--- config.mk ---
export PLATFORM = sky130hd
export DESIGN_NAME = localbus_arbiter
export DESIGN_NICKNAME = d
export VERILOG_FILES = /design/src/rtl/localbus_arbiter_pkg.sv /design/src/rtl/localbus_arbiter_counter.sv /design/src/rtl/localbus_arbiter.sv
export SDC_FILE = /design/constraint.sdc
export NUM_CORES = 1
export LEC_CHECK = 0
export CORE_ASPECT_RATIO = 0.9
export CORE_MARGIN = 10
export CORE_UTILIZATION = 55
export CTS_BUF_LIST = sky130_fd_sc_hd__clkbuf_16
export DETAILED_ROUTE_END_ITERATION = 16
export HOLD_SLACK_MARGIN = 0.03
export PLACE_DENSITY = 0.74
export SYNTH_ARGS = -nofsm -noshare
export SYNTH_HDL_FRONTEND = slang
export SYNTH_HIERARCHICAL = 1
export SYNTH_SLANG_ARGS = --single-unit
export TNS_END_PERCENT = 5
--- constraint.sdc ---
create_clock -name clk -period 4.2 [get_ports clk]
set_input_delay 0.63 -clock clk [delete_from_list [all_inputs] [get_ports clk]]
set_output_delay 0.63 -clock clk [all_outputs]
set_load 0.03 [all_outputs]
--- src/rtl/localbus_arbiter_pkg.sv ---
// Local bus arbiter shared types: state encoding, owner codes
// and default timing constants.
package localbus_arbiter_pkg;

  typedef enum logic [2:0] {
    IDLE,
    SLAVE,
    DMA_GNT,
    DMA,
    TURN
  } state_t;

  typedef enum logic {
    LAST_SLAVE = 1'b0,
    LAST_DMA   = 1'b1
  } last_t;

  localparam logic [1:0] OWN_NONE  = 2'b00;
  localparam logic [1:0] OWN_SLAVE = 2'b01;
  localparam logic [1:0] OWN_DMA   = 2'b10;
  localparam logic [1:0] OWN_TURN  = 2'b11;

  localparam int TURN_CYCLES_DEF  = 1;
  localparam int GNT_TIMEOUT_DEF  = 32;
  localparam int DMA_HOLD_MAX_DEF = 16;

  function automatic int cnt_width(int a, int b);
    return $clog2((a > b) ? a : b) + 1;
  endfunction

  function automatic logic [1:0] owner_of(state_t s);
    logic [1:0] o;
    o = OWN_NONE;
    unique case (s)
      IDLE:    o = OWN_NONE;
      SLAVE:   o = OWN_SLAVE;
      DMA_GNT: o = OWN_DMA;
      DMA:     o = OWN_DMA;
      TURN:    o = OWN_TURN;
      default: o = OWN_NONE;
    endcase
    return o;
  endfunction

endpackage

--- src/rtl/localbus_arbiter_counter.sv ---
// Saturating up-counter with clear/load/enable and a
// terminal-count flag against a programmable limit.
module lb_sat_counter #(
  parameter int W = 6
) (
  input  logic         clk,
  input  logic         rst_n,
  input  logic         clr,
  input  logic         load,
  input  logic [W-1:0] load_val,
  input  logic         en,
  input  logic [W-1:0] limit,
  output logic         tc
);

  logic [W-1:0] count;

  always_ff @(posedge clk or negedge rst_n) begin
    if (!rst_n) begin
      count <= '0;
    end else if (clr) begin
      count <= '0;
    end else if (load) begin
      count <= load_val;
    end else if (en && (count != '1)) begin
      count <= count + 1'b1;
    end
  end

  assign tc = (count == limit);

endmodule

--- src/rtl/localbus_arbiter.sv ---
// Local bus owner arbitration between Zorro slave cycles and
// NCR 53C710 DMA, with turnaround, fairness, yield and timeout.
module localbus_arbiter
  import localbus_arbiter_pkg::*;
#(
  parameter int TURN_CYCLES  = TURN_CYCLES_DEF,
  parameter int GNT_TIMEOUT  = GNT_TIMEOUT_DEF,
  parameter int DMA_HOLD_MAX = DMA_HOLD_MAX_DEF
) (
  input  logic       clk,
  input  logic       IORST_n,
  input  logic       slave_req,
  input  logic       sbr_n,
  input  logic       master_n,
  output logic       slave_gnt,
  output logic       dma_gnt_n,
  output logic       dma_yield,
  output logic       gnt_timeout,
  output logic [1:0] owner
);

  localparam int CW =
    cnt_width(GNT_TIMEOUT, DMA_HOLD_MAX);
  localparam logic [CW-1:0] TO_LIM =
    CW'(GNT_TIMEOUT - 1);
  localparam logic [CW-1:0] HOLD_LIM =
    CW'(DMA_HOLD_MAX - 1);
  localparam logic [CW-1:0] TURN_LIM =
    CW'(TURN_CYCLES - 1);

  state_t state_q, state_d;
  last_t  last_q, last_d;

  logic to_tc, hold_tc, turn_tc;
  logic hold_hit;
  logic pulse_d;
  logic slave_gnt_d, dma_gnt_n_d, yield_d;

  lb_sat_counter #(.W(CW)) u_to_cnt (
    .clk      (clk),
    .rst_n    (IORST_n),
    .clr      (state_q != DMA_GNT),
    .load     (1'b0),
    .load_val ('0),
    .en       (1'b1),
    .limit    (TO_LIM),
    .tc       (to_tc)
  );

  // Hold time restarts whenever the slave request goes away.
  lb_sat_counter #(.W(CW)) u_hold_cnt (
    .clk      (clk),
    .rst_n    (IORST_n),
    .clr      (!(state_q == DMA && slave_req)),
    .load     (1'b0),
    .load_val ('0),
    .en       (1'b1),
    .limit    (HOLD_LIM),
    .tc       (hold_tc)
  );

  lb_sat_counter #(.W(CW)) u_turn_cnt (
    .clk      (clk),
    .rst_n    (IORST_n),
    .clr      (state_q != TURN),
    .load     (1'b0),
    .load_val ('0),
    .en       (1'b1),
    .limit    (TURN_LIM),
    .tc       (turn_tc)
  );

  always_ff @(posedge clk or negedge IORST_n) begin
    if (!IORST_n) begin
      state_q     <= IDLE;
      last_q      <= LAST_DMA;
      slave_gnt   <= 1'b0;
      dma_gnt_n   <= 1'b1;
      dma_yield   <= 1'b0;
      gnt_timeout <= 1'b0;
      owner       <= OWN_NONE;
    end else begin
      state_q     <= state_d;
      last_q      <= last_d;
      slave_gnt   <= slave_gnt_d;
      dma_gnt_n   <= dma_gnt_n_d;
      dma_yield   <= yield_d;
      gnt_timeout <= pulse_d;
      owner       <= owner_of(state_d);
    end
  end

  always_comb begin
    state_d = state_q;
    last_d  = last_q;
    pulse_d = 1'b0;
    unique case (state_q)
      IDLE: begin
        if (slave_req && !sbr_n) begin
          state_d = (last_q == LAST_DMA) ?
                    SLAVE : DMA_GNT;
        end else if (slave_req) begin
          state_d = SLAVE;
        end else if (!sbr_n) begin
          state_d = DMA_GNT;
        end
      end
      SLAVE: begin
        if (!slave_req) begin
          state_d = TURN;
          last_d  = LAST_SLAVE;
        end
      end
      DMA_GNT: begin
        if (!master_n) begin
          state_d = DMA;
        end else if (sbr_n) begin
          state_d = TURN;
          last_d  = LAST_DMA;
        end else if (to_tc) begin
          state_d = TURN;
          last_d  = LAST_DMA;
          pulse_d = 1'b1;
        end
      end
      DMA: begin
        if (master_n) begin
          state_d = TURN;
          last_d  = LAST_DMA;
        end
      end
      TURN: begin
        if (turn_tc) state_d = IDLE;
      end
      default: state_d = IDLE;
    endcase
  end

  assign hold_hit =
    (state_q == DMA) && slave_req && hold_tc;

  // Grant follows the sampled request during the tenure itself.
  always_comb begin
    slave_gnt_d = (state_d == SLAVE);
    dma_gnt_n_d = !((state_d == DMA_GNT) ||
                    ((state_d == DMA) && !sbr_n));
    yield_d     = (state_d == DMA) &&
                  (dma_yield || hold_hit);
  end

endmodule

---- After elaboration in Yosys (flattened, before gate mapping) ----
Index checks and enable logic that the tools add are counted.
operators by class
  add/subtract/negate cells ............... 3
  multipliers ............................. 0
  div/mod/pow operators ................... 0
  magnitude comparators ................... 0
  eq/ne operators ......................... 20
  shift operators ......................... 0
  mux-type cells .......................... 28
  bitwise operators ....................... 0
  reductions and logical operators ........ 16
operators by type and width
  cell                                                                     number
  6-bit 2-to-1 mux                                                         6
  3-bit 2-to-1 mux                                                         9
  6-bit by 1-bit adder with 6-bit output, second input constant            3
  6-bit inequality test, second input constant                             3
  3-bit one-hot mux with 5 select lines                                    1
  3-bit by 2-bit == test with 1-bit output, second input constant          4
  1-bit 2-to-1 mux                                                         9
  3-bit by 1-bit == test with 1-bit output, second input constant          2
  3-bit == test, second input constant                                     2
  6-bit by 4-bit == test with 1-bit output, second input constant          1
  6-bit by 5-bit == test with 1-bit output, second input constant          1
  6-bit logical NOT                                                        1
  2-bit inequality test, second input constant                             3
  3-bit inequality test, second input constant                             2
  2-bit one-hot mux with 3 select lines                                    1
  1-bit logical AND                                                        5
  5-bit AND reduction                                                      1
  2-bit nonzero test                                                       2
  3-bit logical NOT                                                        1
  3-bit by 2-bit inequality test with 1-bit output, second input constant  1
  1-bit one-hot mux with 3 select lines                                    1
  3-bit nonzero test                                                       1
  1-bit logical NOT                                                        2
  1-bit logical OR                                                         2
  other kinds (3)                                                          3
word-level totals
  flip-flop bits (word level) ............. 28
  latch bits .............................. 0
  RAM bits ................................ 0
  bits in read-only memories .............. 0
  bits of input ports ..................... 5
  output and inout port bits .............. 6
  word-level logic and storage cells ...... 77
  memories kept ........................... 0

---- Longest topological paths before layout ----
  depth after elaboration ................. 9
  mapped depth ............................ 6
  depth with buffers taken out ............ 6

---- Hierarchy ----
Netlist, hierarchy kept.
by module, submodules not included
  module            times used  cells an instance  area an instance (um^2)  sequential area each (um^2)
  lb_sat_counter    3           56                 470.5                    150.1
  localbus_arbiter  1           51                 515.5                    252.7

---- Least setup slack after synthesis ----
Ideal clock, no wire load.
  path kind ............................... register to register
  start point ............................. reg u_to_cnt.count[3]
  end point ............................... reg owner[0]
  library setup time ...................... 80 ps
  arrival ................................. 1,321 ps
  required time ........................... 4,120 ps
  slack ................................... 2,798 ps
  stages on the path, launching flop included .. 7
  buffers on the path ..................... 0
  period minus slack after synthesis ...... 1,402 ps
  cells stage by stage .................... dfrtp_1 -> xnor2_1 -> nand4_1 -> nor3_1 -> o31ai_2 -> or3_4 -> o211ai_2
on the way
  longest elaborated chain between the ends .. 8
  elaborated cells on any way between the ends .. 11
  those cells by class .................... eq/ne: 5; mux: 5; reduce/logical: 1
RTL lines
  what                                        RTL line                        RTL
  start, declared                             localbus_arbiter_counter.sv:16  logic [W-1:0] count;
  start signal, assigned                      localbus_arbiter_counter.sv:24  count <= load_val;
  start signal, assigned                      localbus_arbiter_counter.sv:26  count <= count + 1'b1;
  6-bit by 5-bit == test with 1-bit output *  localbus_arbiter_counter.sv:30  assign tc = (count == limit);
  net to_tc                                   localbus_arbiter.sv:34          logic to_tc, hold_tc, turn_tc;
  3-bit 2-to-1 mux *                          localbus_arbiter.sv:120         end else if (to_tc) begin
  3-bit 2-to-1 mux *                          localbus_arbiter.sv:117         end else if (sbr_n) begin
  3-bit 2-to-1 mux *                          localbus_arbiter.sv:115         if (!master_n) begin
  3-bit one-hot mux with 5 select lines *     localbus_arbiter.sv:97          unique case (state_q)
  3-bit by 2-bit == test with 1-bit output    localbus_arbiter_pkg.sv:34      unique case (s)
  2-bit OR reduction (no source line)         --
  2-bit one-hot mux with 3 select lines *     localbus_arbiter_pkg.sv:34
  end signal, assigned                        localbus_arbiter.sv:89          owner <= owner_of(state_d);
  end, declared                               localbus_arbiter.sv:19          output logic [1:0] owner
Mark *: on every way through the listed nets, which the timed path passes. The rest lies on a longest branch.
A chain may end at the register's enable or synchronous reset.

---- Final worst setup path ----
  start point ............................. reg dma_gnt_n
  end point ............................... out dma_gnt_n
RTL lines
  what                    RTL line                RTL
  start, declared         localbus_arbiter.sv:16  output logic dma_gnt_n,
  start signal, assigned  localbus_arbiter.sv:86  dma_gnt_n <= dma_gnt_n_d;
No word-level cell between the ends.

==> flow_summary.json <==
{
  "die_w_um": 82.4,
  "yosys.area.top_type": "dfrtp_1",
  "cts_resized": 0,
  "dp.cells": 345,
  "worst_slack_ns": 2.13,
  "synth.most_common_cell": "dfrtp_1",
  "dr_wl_met3_um": 154,
  "core_um2": 3380,
  "synthTopCellsByCount": "dfrtp_1, nor2_1, nand2_1",
  "cpMaxStageDelayCell": "clkdlybuf4s50_1",
  "final_nets": 314,
  "cts_setup_buffers": 0,
  "grt_max_degree": 21,
  "cp-startpoint": "dma_gnt_n",
  "total_power_uw": 963,
  "postSynthAreaPerCell_um2": 8.80,
  "finalWirelength_mm": 4.00,
  "area_delta_synth_final_pct": 25.9,
  "hpwl_mm": 3.12,
  "ir_worst_vdd_mv": 0.216,
  "h-tree-depth": 1,
  "outcome": "completed",
  "synthTopCellsByArea": "dfrtp_1, xnor2_1, nor2_1, nand4_1, nand2_1",
  "crit_path_cell_trace": "clkdlybuf4s50_1",
  "rows": 20,
  "cp_top_family": "buffers and inverters",
  "fin_util_pct": 71.8,
  "postCtsHoldBufs": 0,
  "holdWs_ns": 0.623,
  "path_class": "flop to output port",
  "dieArea_um2": 6270,
  "met1_length_mm": 1.94,
  "top_layer": "met4",
  "timing.rr.start": "state_q[2]",
  "track_usage_pct": 13.8,
  "tightest_slew_ns": 0.879,
  "max_stage_delay_ns": 0.66,
  "cp_max_fo": 1,
  "clkTransAtPathRegs_ns": 0.06,
  "grt_first_pass_wirelength_mm": 7.28,
  "cts_tree": "built",
  "drtIter0Drc": 222,
  "relSlewSlack_pct": 41.2,
  "place_ws_ns": 2.17,
  "layout_min_cycle_time_ns": 2.07,
  "start_kind": "flop",
  "firstDrtPassIters": 4,
  "die_h_um": 76.2,
  "power_density_nw_per_um2": 397,
  "skew_ns": 0.00172,
  "path_buf_inv": 1,
  "via_count": 1730,
  "end_kind": "output port",
  "setup_viol": 0,
  "ys_seq_area_share_pct": 36.5,
  "cts_buffer_depth": 2,
  "syn-cell-area_um2": 1930,
  "ant_nets": 0,
  "remaining_drc_errors": 0,
  "p_leak_nw": 1.06,
  "clockRootBuffer": "clkbuf_16",
  "yosysTopAreaCellShare_pct": 33.8,
  "yosys.cell_types.count": 45,
  "synthArstFlopShare_pct": 100,
  "post-route-period-util_pct": 49.4,
  "clk_latency_ns": 0.26,
  "stdcell_count": 349,
  "routedWlPerCell_um": 11.5,
  "fmax_ghz": 0.482,
  "globalRouteOverflowTotal": 0,
  "hold_violations": 0,
  "synth_ff_type": "dfrtp_1",
  "vias_per_cell": 4.96,
  "io_buffers": 10,
  "place_congestion": 0.843,
  "fin_tns_setup_ns": 0,
  "rsz0062_at_grt": "false",
  "antenna_found_initial": 0,
  "min_from": "u_hold_cnt/count[5]",
  "slew_viol_final": 0,
  "maxCapViolCount": 0,
  "wl_met2_mm": 1.85,
  "syn_inst": 219,
  "clock-sinks": 28,
  "critPathRequiredTime_ns": 3.57,
  "layout-drive-gt1-share_pct": 6.23,
  "initial_core_util_pct": 57.0,
  "place_area_um2": 2350,
  "holdCritPathClass": "flop to flop",
  "synth_edf_count": 0,
  "cp.arrival_ns": 1.44,
  "diodes": 0,
  "ios": 11,
  "grt_pass1_vias": 1641,
  "yosys_warnings": 6,
  "finalInstanceArea_um2": 2430,
  "synth_seq_cells": 28,
  "cts_buffers": 3
}
-- flip-flops by register name, summed over array words and instances (netlist names) --
| register | count |
|---|---|
| owner | 2 |
| state_q | 3 |
| gnt_timeout | 1 |
| slave_gnt | 1 |
| dma_yield | 1 |
| dma_gnt_n | 1 |
| u_hold_cnt/count | 6 |
| u_to_cnt/count | 6 |
| last_q | 1 |
| u_turn_cnt/count | 6 |
-- cell families after synthesis --
| logic type | after synthesis | synth area share [%] |
|---|---|---|
| other | 2 | 0.390 |
| DFF | 28 | 36.5 |
| buffers and inverters | 17 | 3.77 |
| and+or+nand+nor | 96 | 28.3 |
| AOI/OAI and AO/OA | 55 | 20.9 |
| adders and majority gates | 3 | 1.95 |
| xor gates and xnor gates | 18 | 8.18 |
-- layout make-up --
type	instances	area, um^2
clock buffer	3	75.1
clock inverter	1	3.75
fill	279	952
inverter	12	45.0
multi-input combinational	250	1440
sequential	28	703
tap	44	55.1
timing repair buffer	11	108
-- where the power goes --
| part | total (mW) | leakage (nW) | switching [mW] | internal, mW |
|---|---|---|---|---|
| clock network | 0.215 | 0.0385 | 0.0873 | 0.128 |
| registers | 0.416 | 0.373 | 0.0826 | 0.334 |
| logic | 0.332 | 0.645 | 0.189 | 0.143 |
| total | 0.963 | 1.06 | 0.359 | 0.604 |
-- path summary, 6_finish.rpt --
path	end	slack [ns]	cells past startpoint
max in group asynchronous	u_hold_cnt/count[4]	2.67	2
setup / recovery	dma_gnt_n	2.13	1
min in group asynchronous	gnt_timeout	0.87	1
hold reg to reg	u_hold_cnt/count[5]	0.62	1
hold / removal	u_hold_cnt/count[5]	0.62	1
setup reg to reg	u_to_cnt/count[5]	2.57	5
-- cell usage in the layout, fill, tap and decap left out, types with 4 or more instances in the layout --
cell type,instances
o21ai_0,10
nor4b_1,6
nor3b_1,8
xor2_1,6
dfrtp_1,26
nand2_1,18
inv_1,12
nand3_1,4
nor2_1,22
xnor2_1,12
clkdlybuf4s50_1,10
a211oi_1,6
a21oi_1,9
conb_1,78
nand4_1,12
nand2b_1,4
-- per-layer routing --
| layer | vias to the layer above | global-route usage [%] |
|---|---|---|
| met5 | - | 0 |
| met4 | 0 | 5.10 |
| met1 | 784 | 18.8 |
| met3 | 5 | 2.00 |
| met2 | 32 | 21.1 |
| li1 | 909 | - |
Power figures use the tool's default switching activity.
